**src/rtl/lau_pkg.sv**
```systemverilog
// lau_pkg: shared types for the arithmetic unit library.
//   speed_e    : performance selector for the arithmetic units.
//                SLOW = ripple carry chain, FAST = parallel lookahead.
//   ovf_mode_e : counter overflow handling, decoded from the SAT pin.
package lau_pkg;

  typedef enum logic {
    SLOW = 1'b0,
    FAST = 1'b1
  } speed_e;

  typedef enum logic {
    WRAP = 1'b0,
    SAT  = 1'b1
  } ovf_mode_e;

endpackage

```
**src/rtl/IncDecC.sv**
```systemverilog
// IncDecC: combinational incrementer/decrementer.
//   z_o = a_i + ci_i when dec_i = 0, a_i - ci_i when dec_i = 1.
//   co_o is the carry-out (increment) or borrow-out (decrement).
// Ports:
//   a_i   [width-1:0] operand
//   ci_i              step enable (carry/borrow in)
//   dec_i             direction, 1 = decrement
//   z_o   [width-1:0] result
//   co_o              carry/borrow out
// Bit i toggles when ci_i is set and every lower bit is 1 (increment)
// or 0 (decrement). With speed = FAST each toggle term is formed
// directly from the operand bits (lookahead). With SLOW it ripples.
module IncDecC
  import lau_pkg::*;
#(
  parameter int     width = 8,
  parameter speed_e speed = FAST
) (
  input  logic [width-1:0] a_i,
  input  logic             ci_i,
  input  logic             dec_i,
  output logic [width-1:0] z_o,
  output logic             co_o
);

  // Per-bit "propagate": bit value that lets a carry/borrow pass through.
  logic [width-1:0] prop;
  // toggle[i] = ci_i & prop[0] & ... & prop[i-1]; toggle[width] is carry-out.
  logic [width:0]   toggle;

  assign prop = dec_i ? ~a_i : a_i;

  if (speed == FAST) begin : g_fast
    always_comb begin
      toggle = '0;
      for (int i = 0; i <= width; i++) begin
        toggle[i] = ci_i;
        for (int j = 0; j < i; j++) begin
          toggle[i] = toggle[i] & prop[j];
        end
      end
    end
  end else begin : g_slow
    always_comb begin
      toggle    = '0;
      toggle[0] = ci_i;
      for (int i = 1; i <= width; i++) begin
        toggle[i] = toggle[i-1] & prop[i-1];
      end
    end
  end

  assign z_o  = a_i ^ toggle[width-1:0];
  assign co_o = toggle[width];

endmodule

```
**src/rtl/inc_dec_counter.sv**
```systemverilog
// inc_dec_counter: registered up/down counter with range 0..LIM.
// Ports:
//   clk_i, rst_ni   clock (rising edge), async active-low reset
//   CLR             synchronous clear (highest priority)
//   LD, D           synchronous load of D (no clamping to LIM)
//   EN              count enable, one step per cycle
//   DEC             0 = up, 1 = down
//   SAT             0 = wrap, 1 = saturate at the range ends
//   LIM             upper bound of the count range
//   Q               counter value (registered)
//   TC              terminal count, combinational from Q/LIM/DEC
//   CO              registered carry/borrow pulse, one cycle per overflow
//   ST              sticky overflow, cleared by CLR or LD
// Priority per cycle: CLR > LD > EN > hold.
module inc_dec_counter
  import lau_pkg::*;
#(
  parameter int               width  = 8,
  parameter speed_e           speed  = FAST,
  parameter logic [width-1:0] RESVAL = '0
) (
  input  logic             clk_i,
  input  logic             rst_ni,
  input  logic             CLR,
  input  logic             LD,
  input  logic [width-1:0] D,
  input  logic             EN,
  input  logic             DEC,
  input  logic             SAT,
  input  logic [width-1:0] LIM,
  output logic [width-1:0] Q,
  output logic             TC,
  output logic             CO,
  output logic             ST
);

  logic [width-1:0] q_q, q_d;
  logic             co_q, co_d;
  logic             st_q, st_d;
  logic [width-1:0] step_z;
  logic             step_co_unused;
  ovf_mode_e        mode;

  assign mode = ovf_mode_e'(SAT);

  // Step unit; its carry-out is not used, overflow is decided by TC alone
  // so that the programmable LIM behaves identically to LIM = all ones.
  IncDecC #(
    .width(width),
    .speed(speed)
  ) u_step (
    .a_i  (q_q),
    .ci_i (EN),
    .dec_i(DEC),
    .z_o  (step_z),
    .co_o (step_co_unused)
  );

  // Q >= LIM (not ==) so an out-of-range loaded value still terminates up.
  assign TC = DEC ? (q_q == '0) : (q_q >= LIM);

  always_comb begin
    q_d  = q_q;
    co_d = 1'b0;
    st_d = st_q;
    if (CLR) begin
      q_d  = '0;
      st_d = 1'b0;
    end else if (LD) begin
      q_d  = D;
      st_d = 1'b0;
    end else if (EN) begin
      if (!TC) begin
        q_d = step_z;
      end else begin
        co_d = 1'b1;
        st_d = 1'b1;
        if (mode == WRAP) begin
          q_d = DEC ? LIM : '0;
        end else begin
          q_d = DEC ? '0 : LIM;
        end
      end
    end
  end

  always_ff @(posedge clk_i or negedge rst_ni) begin
    if (!rst_ni) begin
      q_q  <= RESVAL;
      co_q <= 1'b0;
      st_q <= 1'b0;
    end else begin
      q_q  <= q_d;
      co_q <= co_d;
      st_q <= st_d;
    end
  end

  assign Q  = q_q;
  assign CO = co_q;
  assign ST = st_q;

endmodule
```
**config.mk**
```make
export PLATFORM = sky130hd
export DESIGN_NAME = inc_dec_counter
export DESIGN_NICKNAME = d
export VERILOG_FILES = /design/src/rtl/lau_pkg.sv /design/src/rtl/IncDecC.sv /design/src/rtl/inc_dec_counter.sv
export SDC_FILE = /design/constraint.sdc
export NUM_CORES = 1
export LEC_CHECK = 0
export CAP_MARGIN = 20
export CORE_MARGIN = 2
export CORE_UTILIZATION = 32
export DETAILED_ROUTE_END_ITERATION = 6
export GPL_TIMING_DRIVEN = 0
export PLACE_DENSITY_LB_ADDON = 0.15
export RECOVER_POWER = 100
export SYNTH_ARGS = -nofsm -noshare
export SYNTH_HDL_FRONTEND = slang
export SYNTH_SLANG_ARGS = --single-unit
export TNS_END_PERCENT = 1
```
**constraint.sdc**
```tcl
create_clock -name clk_i -period 7.25 [get_ports clk_i]
set_clock_uncertainty 0.2 [all_clocks]
set_input_delay 1.45 -clock clk_i [delete_from_list [all_inputs] [get_ports clk_i]]
set_output_delay 1.45 -clock clk_i [all_outputs]
set_load 0.1 [all_outputs]
```
==> Word level (Yosys, flattened, before mapping) <==
Cells that the tools add are included.
{ "classes": {"n_reduce_logical": 4, "n_mux": 17, "bitwise_logic": 9, "magnitude_cmp": 1} }
{ "op_table": {"columns": ["operator", "n"], "rows": [
  ["8-bit two-way mux", 7],
  ["1-bit two-way mux", 9],
  ["8-bit >= comparator", 1],
  ["8-bit zero test", 1],
  ["8-bit bitwise XOR", 1],
  ["1-bit bitwise AND", 7],
  ["7-bit two-way mux", 1],
  ["7-bit NOT", 1],
  ["3-bit nonzero test", 2],
  ["2-bit AND reduction", 1]
]} }
{ "word_totals": {"input_bits": 23, "output_inout_bits": 11, "elab_cells": 34, "ff_bits": 10} }

==> Longest topological paths before layout <==
Gate-level depths: netlist of the first run.
{ "depth": {"ltp_word": 14, "ltp_mapped": 8, "depth_no_buf": 7} }

==> Modules after synthesis <==
Synthesis of the first run repeated with hierarchy kept, for this count alone.
{ "hier_totals": {"cells_unflattened": 143, "hier_area_um2": 1134.8} }
{ "modules_own_cells": {"columns": ["mod", "seq_area_each_um2", "cells_each", "area_per_inst_um2", "instances"], "rows": [
  ["inc_dec_counter", 250.2, 111, 880.8, 1],
  ["IncDecC", 0.0, 32, 254.0, 1]
]} }

==> Worst setup path after synthesis of the first run <==
No wires, ideal clock.
{ "synth_timing": {"path_kind": "input port to output port", "startpoint": "input LIM[0]", "endpoint": "output TC", "slack_ns": 2.581, "arrival_ns": 3.019, "path_buffers": 0, "required_time_ns": 5.600, "stages": 5, "cell_sequence": "ha_1 nand2b_4 a2111o_1 a311oi_4 nor2_2"} }
{ "synth_between": {"elab_chain_cells": 2} }
{ "synth_lines": {"columns": ["element", "line", "rtl"], "rows": [
  ["from (decl)", "inc_dec_counter.sv:30", "input logic [width-1:0] LIM,"],
  ["8-bit >= comparator", "inc_dec_counter.sv:60", "assign TC = DEC ? (q_q == '0) : (q_q >= LIM);"],
  ["1-bit two-way mux", "inc_dec_counter.sv:60", null],
  ["to (decl)", "inc_dec_counter.sv:32", "output logic TC,"]
]} }
Every way passes these cells.

==> Worst setup path after layout of the first run <==
Same ends and word-level chain as after synthesis.

==> results of run 1 <==
synthesized netlist by cell type (4+ instances only):
| cell type | number | area share |
|---|---|---|
| a21oi_1 | 13 | 0.055 |
| inv_1 | 12 | 0.038 |
| nor2_1 | 12 | 0.038 |
| nor3_1 | 11 | 0.047 |
| dfrtp_1 | 10 | 0.21 |
| ha_1 | 8 | 0.085 |
| clkbuf_1 | 6 | 0.019 |
| nand2_1 | 5 | 0.016 |
| xor2_1 | 5 | 0.037 |
| a211oi_1 | 4 | 0.026 |
| o21ai_0 | 4 | 0.017 |
| o31ai_1 | 4 | 0.026 |
| xnor2_1 | 4 | 0.030 |
final cells by class:
class / count / area share
tap: 48 / 0.0378
clock buffer: 4 / 0.0346
buffer: 10 / 0.0346
multi-input combinational: 114 / 0.512
sequential: 10 / 0.157
timing repair buffer: 31 / 0.195
inverter: 12 / 0.0283
power breakdown:
part | leakage, nW | switching [mW] | internal, mW
clock | 0.0288 | 0.0265 | 0.0480
sequential | 0.133 | 0.00779 | 0.0602
combinational | 0.532 | 0.0926 | 0.0478
state kept, by name, summed over array words and instances, names as in the netlist:
signal / flops
ST: 1
Q: 8
CO: 1
cell usage in the layout (no fill, tap or decap), types with 3 or more instances in the layout:
master / count
nand2_1: 5
clkbuf_1: 6
o21ai_0: 4
nand2b_1: 3
a21oi_1: 13
nor3_1: 11
xor2_1: 5
dfrtp_1: 10
clkdlybuf4s50_1: 18
a211oi_1: 4
ha_1: 8
xnor2_1: 4
inv_1: 12
clkbuf_8: 4
and3b_1: 3
o31ai_1: 4
dlygate4sd3_1: 13
nor3b_1: 3
nor2_1: 13
cells by family after synthesis:
logic type | count (synthesis)
XOR/XNOR | 9
AO/OA/AOI/OAI | 44
adder cells (fa/ha/maj) | 8
AND/OR/NAND/NOR | 53
buffers and inverters | 22
flip-flops | 10
how the worst max path moves through the flow:
| stage | startpoint | to | slack, ps | cells past startpoint |
|---|---|---|---|---|
| 2_1_floorplan | LIM[0] | TC | 2580 | 5 |
| 3_3_place_gp | LIM[0] | TC | 1160 | 7 |
| 3_5_place_dp | LIM[0] | TC | 1140 | 7 |
| 4_1_cts | LIM[0] | TC | 1130 | 7 |
| 5_1_grt | LIM[0] | TC | 910 | 7 |
| 6_report | LIM[0] | TC | 990 | 7 |
layer usage:
metal,GRT usage,share of wire,vias to the layer above
li1,-,-,614
met1,0.246,0.44,588
met2,0.314,0.48,45
met3,0.0278,0.063,4
met4,0.0559,0.0098,0
met5,0,0,-
worst register-to-register path: stages, from the launching register on:
cell and delay (ps):
dfrtp_1 350, buf_6 150, inv_1 60, ha_1 270
nand2b_1 140, a2111o_1 470, a311oi_4 520, nor2_1 170
o31ai_1 300
==> results.md, run 1 <==
* Status: finished, final reports clean
* Vias per inst at 5.46
* Upper clock frequency limit at 160 MHz
* RSZ-0062 raised after global routing: false
* Crit Path Class: input port to primary output
* Share of layout cells above drive strength 1 at 0.0884
* Die height at 64.6 µm
* Final Critical Period at approximately 6300 ps
* Final core occ at 0.441
* Initial Utilization at 0.326
* Post-CTS Setup Bufs at 0
* Max-slew violations at 0
* Diode count at 0
* Async S/R FF share, synth at 1.00
* DIE AREA at 4180 µm²
* Multi-input gate area at 815 µm²
* Hold_ws at ~350 ps
* Wirelength per Cell at 16.0 µm
* Flops & latches, synth at 10
* Multiplexer area fraction after synthesis at 0
* Clk Latency, worst-skew pair at ~240 ps
* Design Area, Final at about 1600 µm²
* Via count at 1251
* Period utilization at 0.863
* Number of flops mapped to enable cells by yosys at 0
* Synth unique cells at 46
* First-pass GRT wire length at 6000 µm
* Dpl ws at 1140 ps
* Post-synthesis simple-gate area fraction at 0.267
* Register area share after synthesis at 0.213
* Hold Startpoint: ST
* Crit end category: primary output
* Vias in the first global route at 1250
* Post_cts resized at 0
* TritonCTS buffer count at 3
* Worst-path clk slew at 50 ps
* CTS Buffer Depth at 2
* HP Class: flop to flop
* Final setup fails at 0
* Final HPWL DP at 2800 µm
* GRT overflow at 0
* Ys flop type: dfrtp_1
* Routed Antenna Nets at 0
* Most frequent cell on the critical path: dlygate4sd3_1
* Complex-gate fraction of the synthesized area at 0.283
* DRC at 0
* CTS tree: done
* CP max FO at 9
* Synth Area in Adders at 0.0851
* Max_cap viols at 0
* Largest net degree at the start of global routing at 11
* Worst Hold Path EP: ST
* LEAKAGE at 0.693 nW
* Synth Area in XOR/XNOR at 0.0670
* # IOs at 34
* Gr usage total at 0.186
* Post-Syn Area at 1180 µm²
* Layout overhead on the synthesized area at 35.2%
* Required @ worst endpoint at 5600 ps
* PnR Total Power at 0.283 mW
* Largest delay share family, worst path: buffers and inverters
* Power Density at 178 nW/µm²
* Row count at 22
* First-pass DRT Iterations at 4
* Sum Neg Setup Slack at 0 ps
* Drt initial violations at 79
* # clock sinks at 10
* Filler cells at 379
* # nets final at 213
* Worst ir drop on vdd at a little over 0.07 mV
* Final Hold Fails at 0
* Slowest CP cell: dlygate4sd3_1
* Placed inst area at 1550 µm²
* Flop-to-flop setup slack at between 4000 and 5000 ps
* CP startpoint kind: input port
* # hold bufs at CTS at 0
* GPL Wtd Cong at 0.792
* Core outline area at 3610 µm²
* Routed WL at 3660 µm
* Max-Slew Margin vs Limit at 0.344
* Die width at 64.6 µm
* Syn Nets at 177
* Antenna violations before repair at 0
* Crit path largest cell delay at between 900 and 1000 ps
* Actual slew at the worst max-slew pin at 981 ps
* IO Port Bufs at 31
* Clk root buf: clkbuf_8
* RR Endpoint: Q[4]
* Synth Instances at 146
* Hold Path Depth at 2
* Reg2reg start: Q[0]
* Storage cell area at ~250 µm²
* R2R depth at 8
* Largest family of logic cells by synthesized area: compound AO/OA/AOI/OAI gates
* Worst EP arrival at roughly 4600 ps
* H-tree depth at 1
* YS warnings at 0
* CP cell instances: dlygate4sd3_1, ha_1, nand2b_1, a2111o_1, a311oi_4, nor2_1, dlygate4sd3_1
* Buf+Inv Stages, Crit Path at 2
* Syn_area_per_cell at 8.06 µm²
* Non-Filler Instances at 229
* Placed Cells at approximately 230
* Final worst slack at 993 ps
No activity file was read; power rests on OpenSTA's default activity.
==> run 2: changes to the inputs <==
Settings changed: MAX_ROUTING_LAYER from default to met4.
==> run 2 against run 1 <==
Compared with the run above:
- non-clock buffer count is the same
- first-iteration DRC count shrank 2.5%
- die area is the same
- highest routed layer unchanged
- final cell count is the same
- count of clock-buffer cells in the layout is the same
- combinational power is essentially flat
- largest power group unchanged
==> results.md, run 2 (same netlist as run 1, synthesis figures left out) <==
* Post_cts resized at 0
* Leading cell type in the layout, fill and taps excluded: clkdlybuf4s50_1
* Slowest CP cell: dlygate4sd3_1
* CP max FO at 9
* Final Hold Fails at 0
* Clk Latency, worst-skew pair at 240 ps
* Max_cap viols at 0
* P_int at 0.156 mW
* Share of layout cells above drive strength 1 at 0.0884
* Combinational share of power at 0.497
* DRC at 0
* Diode count at 0
* CTS tree: done
* Sum Neg Setup Slack at 0 ps
* Drt initial violations at 77
* Final HPWL DP at 2800 µm
* Gr usage total at 0.191
* Die width at around 65 µm
* Required @ worst endpoint at 5600 ps
* Max-Slew Margin vs Limit at 0.344
* Dpl ws at 1140 ps
* Crit end category: primary output
* Crit path largest cell delay at 970 ps
* Max-slew violations at 0
* Clk root buf: clkbuf_8
* Switching power at 0.127 mW
* Status: finished, final reports clean
* Sequential power share at 0.241
* HP Class: flop to flop
* Largest register FFs at 8
* Worst-path clk slew at 50 ps
* Final worst slack at between 900 and 1000 ps
* First-pass GRT wire length at 6000 µm
* LEAKAGE at 0.693 nW
* Via count at 1245
* Period utilization at 0.862
* IO Port Bufs at 31
* # IOs at 34
* First-pass DRT Iterations at 4
* Most frequent cell on the critical path: dlygate4sd3_1
* Vias in the first global route at 1247
* Clock power frac at 0.263
* CTS Buffer Depth at 2
* Initial Utilization at 0.326
* Antenna violations before repair at 0
* Actual slew at the worst max-slew pin at 981 ps
* # hold bufs at CTS at 0
* Layout overhead on the synthesized area at 35.2%
* # clock sinks at 10
* Vias per inst at 5.44
* Crit Path Class: input port to primary output
* GRT overflow at 0
* RSZ-0062 raised after global routing: false
* Final core occ at 0.441
* CP cell instances: dlygate4sd3_1, ha_1, nand2b_1, a2111o_1, a311oi_4, nor2_1, dlygate4sd3_1
* # nets final at 213
* Row count at 22
* Post-CTS Setup Bufs at 0
* H-tree depth at 1
* DIE AREA at 4180 µm²
* Power Density at 178 nW/µm²
* Worst EP arrival at 4600 ps
* Worst ir drop on vdd at 0.0718 mV
* Die height at 64.6 µm
* Most frequent cells in the layout: clkdlybuf4s50_1, nor2_1, a21oi_1, dlygate4sd3_1, inv_1
* Largest net degree at the start of global routing at 11
* Upper clock frequency limit at 160 MHz
* Core outline area at 3610 µm²
* Routed WL at 3650 µm
* GPL Wtd Cong at 0.803
* CP startpoint kind: input port
* Final Critical Period at 6250 ps
* Switching Fraction at 0.448
* Wirelength per Cell at 16.0 µm
* Routed Antenna Nets at 0
* Final setup fails at 0
* TritonCTS buffer count at 3
==> run 2: stage by stage <==
stage | cells | area (µm²) | hold slack (ps) | power (mW)
6_report | 229 | 1590 | 350 | 0.283
5_1_grt | 229 | 1590 | 416 | 0.298
4_1_cts | 229 | 1600 | 365 | 0.288
3_5_place_dp | 225 | 1550 | 353 | 0.214
3_3_place_gp | 225 | 1550 | 356 | 0.211
2_1_floorplan | 146 | 1180 | 890 | 0.171
==> run 2: final cells by class <==
cell class | instances | area [µm²]
buffer | 10 | 55.1
clock buffer | 4 | 55.1
fill | 379 | 2020
inverter | 12 | 45.0
multi-input combinational | 114 | 815
sequential | 10 | 250
tap | 48 | 60.1
timing repair buffer | 31 | 310
==> run 2: final timing paths <==
| check | startpoint | end | slack (ps) | cells past startpoint |
|---|---|---|---|---|
| min | ST | ST | 350 | 2 |
| min in group asynchronous | rst_ni | Q[1] | 1430 | 1 |
| max reg2reg | Q[0] | Q[4] | 4530 | 8 |
| max in group asynchronous | rst_ni | Q[5] | 5060 | 1 |
| max | LIM[0] | TC | 1000 | 7 |
| min reg2reg | ST | ST | 350 | 2 |
==> run 2: worst max-delay path: cells and delay by family <==
kind                       cells  cell delay (ps)
buffers and inverters          2             1570
AOI/OAI and AO/OA              2              990
and+or+nand+nor                2              310
adders and majority gates      1              280
==> run 2: layer usage <==
metal  track usage  vias to the layer above  part of all wire
li1              -                      614                 -
met1         0.247                      580              0.46
met2         0.313                       43              0.48
met3        0.0278                        8             0.048
met4        0.0559                        0             0.014
met5             -                        -                 0
==> run 2: power by group through the flow <==
stage	registers, mW	logic [mW]	clock network, mW
detailed placement	0.0693	0.145	0
global route	0.0692	0.150	0.0794
floorplan	0.0994	0.0719	0
CTS	0.0683	0.145	0.0745
finish	0.0680	0.140	0.0743
global placement	0.0690	0.142	0
==> run 3: changes to the inputs <==
Settings changed: CORE_MARGIN 2 to 8.
Clock period 7.25 ns to 7.51 ns, I/O delays scaled along.
==> run 3 against run 2 <==
Compared with the run above:
- via count rose by 1.4%
- combinational power fell by 4%
- sequential cell count did not move
- core utilization fell by 0.21 points
- die area rose by 41%
- worst setup slack got worse by 260 ps
- clock power fell by 6.5%
- sequential share of layout area rose by 0.075 points
- largest cell class unchanged
==> results.md, run 3 (same netlist as run 1, synthesis figures left out) <==
* First-pass DRT Iterations at 4
* Leading cell type in the layout, fill and taps excluded: clkdlybuf4s50_1
* Power Density at 171 nW/µm²
* Actual slew at the worst max-slew pin at 1370 ps
* Die height at between 70 and 80 µm
* CTS Buffer Depth at 2
* Most frequent cells in the layout: clkdlybuf4s50_1, a21oi_1, inv_1, nor2_1, dlygate4sd3_1
* Slowest CP cell: a311oi_1
* CP startpoint kind: input port
* Wirelength per Cell at around 17 µm
* Routed WL at 3930 µm
* # IOs at 34
* Non-Filler Instances at 229
* LEAKAGE at between 0.6 and 0.7 nW
* Worst ir drop on vdd at 0.0542 mV
* Period utilization at 0.901
* Core outline area at 3610 µm²
* DIE AREA at 5870 µm²
* Initial Utilization at 0.326
* # clock sinks at 10
* Drt initial violations at 100
* Final HPWL DP at 2990 µm
* Placed Cells at 225
* Vias per inst at 5.51
* Crit Path Class: input port to primary output
* Routed Antenna Nets at 0
* Max-slew violations at 0
* Layout overhead on the synthesized area at 34.6%
* PnR Total Power at between 0.2 and 0.3 mW
* H-tree depth at 1
* GPL Wtd Cong at around 0.86
* Upper clock frequency limit at about 150 MHz
* Required @ worst endpoint at about 5800 ps
* RSZ-0062 raised after global routing: false
* Diode count at 0
* # hold bufs at CTS at 0
* Final worst slack at 742 ps
* Post_cts resized at 0
* Worst-path clk slew at about 50 ps
* Clk root buf: clkbuf_8
* IO Port Bufs at 31
* Largest net degree at the start of global routing at 11
* First-pass GRT wire length at 6530 µm
* Via count at 1262
* Largest register FFs at 8
* Antenna violations before repair at 0
* CTS tree: done
* GRT overflow at 0
* HP Class: flop to flop
* Final setup fails at 0
* Max-Slew Margin vs Limit at 0.0799
* Status: finished, final reports clean
* DRC at 0
* Final Hold Fails at 0
* Post-CTS Setup Bufs at 0
* Dpl ws at 1320 ps
* CP max FO at 9
* Gr usage total at 0.138
* Worst EP arrival at about 5100 ps
* Final Critical Period at 6770 ps
* TritonCTS buffer count at 3
* # nets final at approximately 210
* Clk Latency, worst-skew pair at ~240 ps
* Crit path largest cell delay at 1140 ps
* Sum Neg Setup Slack at 0 ps
* Crit end category: primary output
* Die width at 76.6 µm
* CP cell instances: clkdlybuf4s50_1, ha_1, nand2b_4, a2111o_1, a311oi_1, nor2_2, dlygate4sd3_1
* Share of layout cells above drive strength 1 at 0.0939
* Row count at 22
* Vias in the first global route at 1296
* Max_cap viols at 0
[run 3: final cells by class]
type	instances	area [µm²]
fillers	384	2020
well taps	48	60.1
inverters	12	45.0
flip-flops and latches	10	250
multi-input cells	114	807
clock buffers	4	55.1
plain buffers	10	55.1
repair buffers	31	310
[run 3: metrics by stage]
step	instance area [µm²]	hold slack, ps	utilization
5_1_grt	1580	443	0.439
3_5_place_dp	1550	388	0.429
3_3_place_gp	1550	351	0.429
6_report	1580	374	0.439
4_1_cts	1600	399	0.444
2_1_floorplan	1180	890	-
[run 3: layer usage]
metal	track usage	vias to the layer above	wire, µm
met1	0.170	601	1800
li1	-	613	-
met2	0.224	44	1860
met3	0.0318	4	237
met5	-	-	0
met4	0.0269	0	31
[run 3: path summary, 6_finish.rpt]
path | from | slack [ps] | end | cells after the start
worst max-delay path | LIM[0] | 740 | TC | 7
worst min-delay path | ST | 370 | ST | 2
worst max register to register | Q[0] | 4210 | Q[5] | 8
worst min register to register | ST | 370 | ST | 2
max in group asynchronous | rst_ni | 5270 | Q[5] | 1
min in group asynchronous | rst_ni | 1480 | Q[3] | 1
[run 3: where the power goes]
part | switching [mW] | total [mW] | internal [mW]
clock | 0.0234 | 0.0695 | 0.0462
combinational | 0.0888 | 0.135 | 0.0462
sequential | 0.00786 | 0.0660 | 0.0582
[run 3: critical path, delay by kind of cell]
kind | cells | cell delay, ps
compound gates | 2 | 1570
fa+ha+maj | 1 | 250
buf+inv | 2 | 1520
simple gates | 2 | 220
==> patch 1: new RTL, flow settings as in run 1 <==
The output `CO` loses its register stage (`co_q` becomes a continuous assignment).
--- a/src/rtl/inc_dec_counter.sv
+++ b/src/rtl/inc_dec_counter.sv
@@ -88,12 +88,12 @@
     if (!rst_ni) begin
       q_q  <= RESVAL;
-      co_q <= 1'b0;
       st_q <= 1'b0;
     end else begin
       q_q  <= q_d;
-      co_q <= co_d;
       st_q <= st_d;
     end
   end
+
+  assign co_q = co_d;
 
   assign Q  = q_q;
Check against the original RTL: not equivalent (a bounded check fails within 4 cycles, from zero or initial values and one cycle with rst_ni low).
==> patch 1 against run 1 <==
The flow now finishes with violations (capacitance limit, slew limit). Setup slack worse by 0.048 ns. Wire length is 2.6% lower. Power down 3.6%. Synthesized area increased by 2.6%. Design area shrank 0.16%. Maximum frequency decreased by 0.76%. Count of clock-buffer cells in the layout unchanged. Sequential cell count shrank 1. Cell count shrank 1.7%. Synthesized cell count is 2.7% lower. Hold slack got worse by 0.0052 ns. Critical path depth did not move. Largest power group unchanged.
==> patch 1: results (changes against run 1) <==
outcome=complete, but fails checks; failing checks=capacitance limit, slew limit; Synth top area share=0.187 (-0.0260); clk slew on worst S/H paths=0.05 ns (about the same); TritonRoute pass-1 iters=4 (unchanged); Max Slew Vio Count=10 (+10); Post-DP HPWL=2.67 mm (-4.5%); type of the tightest min-delay check=flop to flop; layout cell share with drive strength beyond 1=0.107 (+0.0189); Routability Congestion=0.791 (-0.13%); Vias per Instance=5.46 (about the same); Syn Nets=173 (-2.3%); Num CTS Buffers=3 (unchanged); Largest register FFs=8 (unchanged); Skew-Pair Late Insertion Delay=0.24 ns (about the same); vias in the first global route=1178 (-5.8%); Rel. slew slack=-0.310 (-0.653); Max Buffers Root-to-Sink=2 (unchanged); cell types with the highest counts after synthesis=16 x inv_1, 14 x nor3_1, 11 x a21oi_1, 9 x dfrtp_1, 8 x ha_1; MaxCap Viol Count=1 (+1); final-stage net count=209 (-1.9%); n_diodes=0 (unchanged); top cells by area, synth=dfrtp_1 19%, ha_1 8.3%, nor3_1 5.8%; antenna violations before repair=0 (unchanged); CTS H-tree depth=1 (unchanged); first-pass GRT wire length=6.00 mm (unchanged); WL per Instance=15.9 µm (-0.86%); Crit Path Max Fanout=8 (-1); register area share after synthesis=0.187 (-0.0260); Total GRT Usage=0.186 (-0.000567); initial drt markers=85 (+7.6%); root buf cell=clkbuf_8; leakage power=0.672 nW (-3.0%); pin count of the biggest net entering global routing=11 (unchanged); final hold vios=0 (unchanged); ys flop type=dfrtp_1; FFs w/ async S/R, synth=1.00 (unchanged); number of setup buffers added after CTS=0 (unchanged); IO Port Bufs=31 (unchanged); Yosys Warn Count=0 (unchanged); count of cell types in the netlist=48 (+4.3%); Worst IR Drop VDD=85.0 µV (+18%); CTS resizes=0 (unchanged); Arrival @ worst endpoint=4.65 ns (+0.04 ns); fill cell count=387 (+2.1%)
-- patch 1: cell types whose count changed in the layout (fill, tap and decap cells not counted), sizes merged, moves of 2 or more --
cell     change
a22oi        +3
a21oi        -2
and3         -2
a21o         +2
a2111oi      +3
nor3         +3
and3b        -2
inv          +4
o31ai        +2
or4          -2
xor2         -2
nor2         -8
o21ai        -2
-- patch 1: metal layers --
| layer | track usage | up-vias | share of wire |
|---|---|---|---|
| li1 | - | 601 | - |
| met1 | 0.257 | 580 | 0.47 |
| met2 | 0.296 | 43 | 0.47 |
| met3 | 0.0205 | 4 | 0.048 |
| met4 | 0.0703 | 0 | 0.014 |
| met5 | 0 | - | 0 |
-- patch 1: cells by family after synthesis --
family,after synthesis,synth area share
XOR/XNOR,8,0.0737
adder cells (fa/ha/maj),8,0.0830
AND/OR/NAND/NOR,43,0.219
AO/OA/AOI/OAI,48,0.340
flip-flops,9,0.187
buffers and inverters,26,0.0975
-- patch 1: through the flow --
| stage | hold slack (ns) | instances | util | setup WS [ns] | area, µm² |
|---|---|---|---|---|---|
| after CTS | 0.357 | 225 | 0.446 | 1.27 | 1620 |
| after global placement | 0.337 | 221 | 0.434 | 1.27 | 1580 |
| final | 0.345 | 225 | 0.437 | 0.945 | 1590 |
| after detailed placement | 0.346 | 221 | 0.434 | 1.29 | 1580 |
| after global routing | 0.416 | 225 | 0.437 | 0.759 | 1590 |
| after floorplan | 0.890 | 142 | - | 1.13 | 1210 |
-- patch 1: worst max-delay path: stages --
cell and delay [ns]:
dlygate4sd3_1 0.57, ha_1 0.27, nand2b_1 0.15, a2111oi_0 0.64, o311a_1 0.52, nor3_1 0.11, dlygate4sd3_1 0.95
-- patch 1: layout make-up --
type,instances,share of cell area
tap,48,0.0378
multi-input combinational,107,0.522
timing repair buffer,31,0.195
inverter,16,0.0378
buffer,10,0.0362
sequential,9,0.142
clock buffer,4,0.0284
-- patch 1: final timing paths --
check	depth (start not counted)	end	slack (ns)	startpoint
worst min register to register	2	ST	0.34	ST
max in group asynchronous	1	Q[7]	5.10	rst_ni
worst max register to register	8	Q[7]	3.72	Q[0]
min in group asynchronous	1	Q[1]	1.41	rst_ni
worst max-delay path	7	CO	0.95	LIM[0]
worst min-delay path	2	ST	0.34	ST
-- patch 1: power by group --
part,internal (mW),switching (mW)
registers,0.0548,0.00838
clock network,0.0387,0.0245
logic,0.0500,0.0966
total,0.143,0.130
==> patch 2: new RTL, settings of run 1 <==
Made on the original files. `width` is set to 8 in 2 places; all go to 6.
--- a/src/rtl/IncDecC.sv
+++ b/src/rtl/IncDecC.sv
@@ -14,5 +14,5 @@
   import lau_pkg::*;
 #(
-  parameter int     width = 8,
+  parameter int     width = 6,
   parameter speed_e speed = FAST
 ) (
--- a/src/rtl/inc_dec_counter.sv
+++ b/src/rtl/inc_dec_counter.sv
@@ -16,5 +16,5 @@
   import lau_pkg::*;
 #(
-  parameter int               width  = 8,
+  parameter int               width  = 6,
   parameter speed_e           speed  = FAST,
   parameter logic [width-1:0] RESVAL = '0
Interface: changed (resized D, LIM and Q); port bits go from 34 to 28. No check against the original RTL was run, so the function may have changed too.
==> patch 2 against run 1 <==
Design area fell by 28%. Synthesized cell count is 25% lower. Sequential share of layout area up 1.7 points. Synthesized area down 27%. Via count fell by 27%. Sequential cell count fell by 2. Count of clock-buffer cells in the layout fell by 1. Maximum frequency is 3.5% higher. Power shrank 29%. Largest cell class unchanged. Setup slack better by 0.21 ns. Wire length is 36% lower. Critical path type unchanged.
==> patch 2: results (changes against run 1) <==
outcome=complete, no violations; Worst setup startpoint=LIM[5]; count of cell types in the netlist=35 (-24%); layout cell share with drive strength beyond 1=0.0809 (-0.00752); Total GRT Usage=0.162 (-0.0248); Post-DP HPWL=1.82 mm (-35%); met3 WL=151 µm (-34%); post-synthesis compound-gate area fraction=0.307 (+0.0236); hold_ws=0.290 ns (-0.0597 ns); Arrival @ worst endpoint=4.39 ns (-0.22 ns); first-pass GRT wire length=4.02 mm (-33%); leakage power=0.533 nW (-23%); worst reg-to-reg path cell count=7 (-1); vias post-DR=911 (-27%); GR Util met1=0.202 (-0.0440); Post-Synth XOR/XNOR Area=0.0715 (+0.00451); DR WL met2=1.08 mm (-39%); placed cells=163 (-28%); initial drt markers=34 (-57%); Vias per Instance=5.49 (+0.46%); grt met3 use=0.0465 (+0.0187); M1 wire length=1.08 mm (-33%); Routability Congestion=0.867 (+9.5%); Syn Nets=135 (-24%); placed cell area=1120 µm² (-27%); Skew-Pair Late Insertion Delay=0.26 ns (+0.02 ns); met2 Use GR=0.267 (-0.0468); worst reg-to-reg setup slack=4.81 ns (+0.29 ns); dpl ws=1.47 ns (+0.326 ns); IO Port Bufs=23 (-26%); Synth Area in Adders=0.0876 (+0.00248); cell types with the highest counts after synthesis=13 x a21oi_1, 13 x inv_1, 8 x dfrtp_1, 7 x nand2_1; Rel. slew slack=0.345 (+0.00162); hold path cells=1 (-1); Largest register FFs=6 (-2); reg2reg end=Q[0]; root buf cell=clkbuf_4; Core Area=2500 µm² (-31%); syn_area_per_cell=7.79 µm² (-3.3%)
[patch 2: changes by cell type in the layout (fill, tap and decap cells not counted), moves of 3 or more]
cell             before  now
clkbuf_1              6    1
clkbuf_4              0    3
clkbuf_8              4    0
clkdlybuf4s50_1      18   12
nand2b_1              3    0
nor2_1               13    6
nor3_1               11    4
o211ai_1              0    5
xor2_1                5    1
[patch 2: cell families (layout without fill, tap and decap cells)]
group                    after synthesis  after routing
AO/OA/AOI/OAI                         40             40
XOR/XNOR                               7              7
adder cells (fa/ha/maj)                6              6
buffers and inverters                 20             46
flip-flops                             8              8
AND/OR/NAND/NOR                       29             29
[patch 2: worst max path at each step]
| stage | end | slack (ns) | depth (start not counted) |
|---|---|---|---|
| 2_1_floorplan | TC | 2.71 | 6 |
| 3_3_place_gp | TC | 1.46 | 8 |
| 3_5_place_dp | TC | 1.47 | 8 |
| 4_1_cts | TC | 1.46 | 8 |
| 5_1_grt | TC | 1.05 | 8 |
| 6_report | TC | 1.21 | 8 |
[patch 2: report_power, final]
part	internal, mW	switching, mW
combinational	0.0353	0.0710
sequential	0.0486	0.00811
clock	0.0192	0.0183
total	0.103	0.0973
[patch 2: critical path, cell delays in order]
cell	delay [ns]
dlygate4sd3_1	0.56
inv_1	0.05
ha_1	0.28
a211oi_1	0.22
nand2_1	0.09
o21ai_0	0.53
nand2_1	0.23
dlygate4sd3_1	0.98
[patch 2: final cells by class]
type,instances,area [µm²]
fill,277,1350
sequential,8,200
clock buffer,3,22.5
timing repair buffer,23,230
inverter,13,48.8
tap,30,37.5
multi-input combinational,82,573
buffer,7,35.0
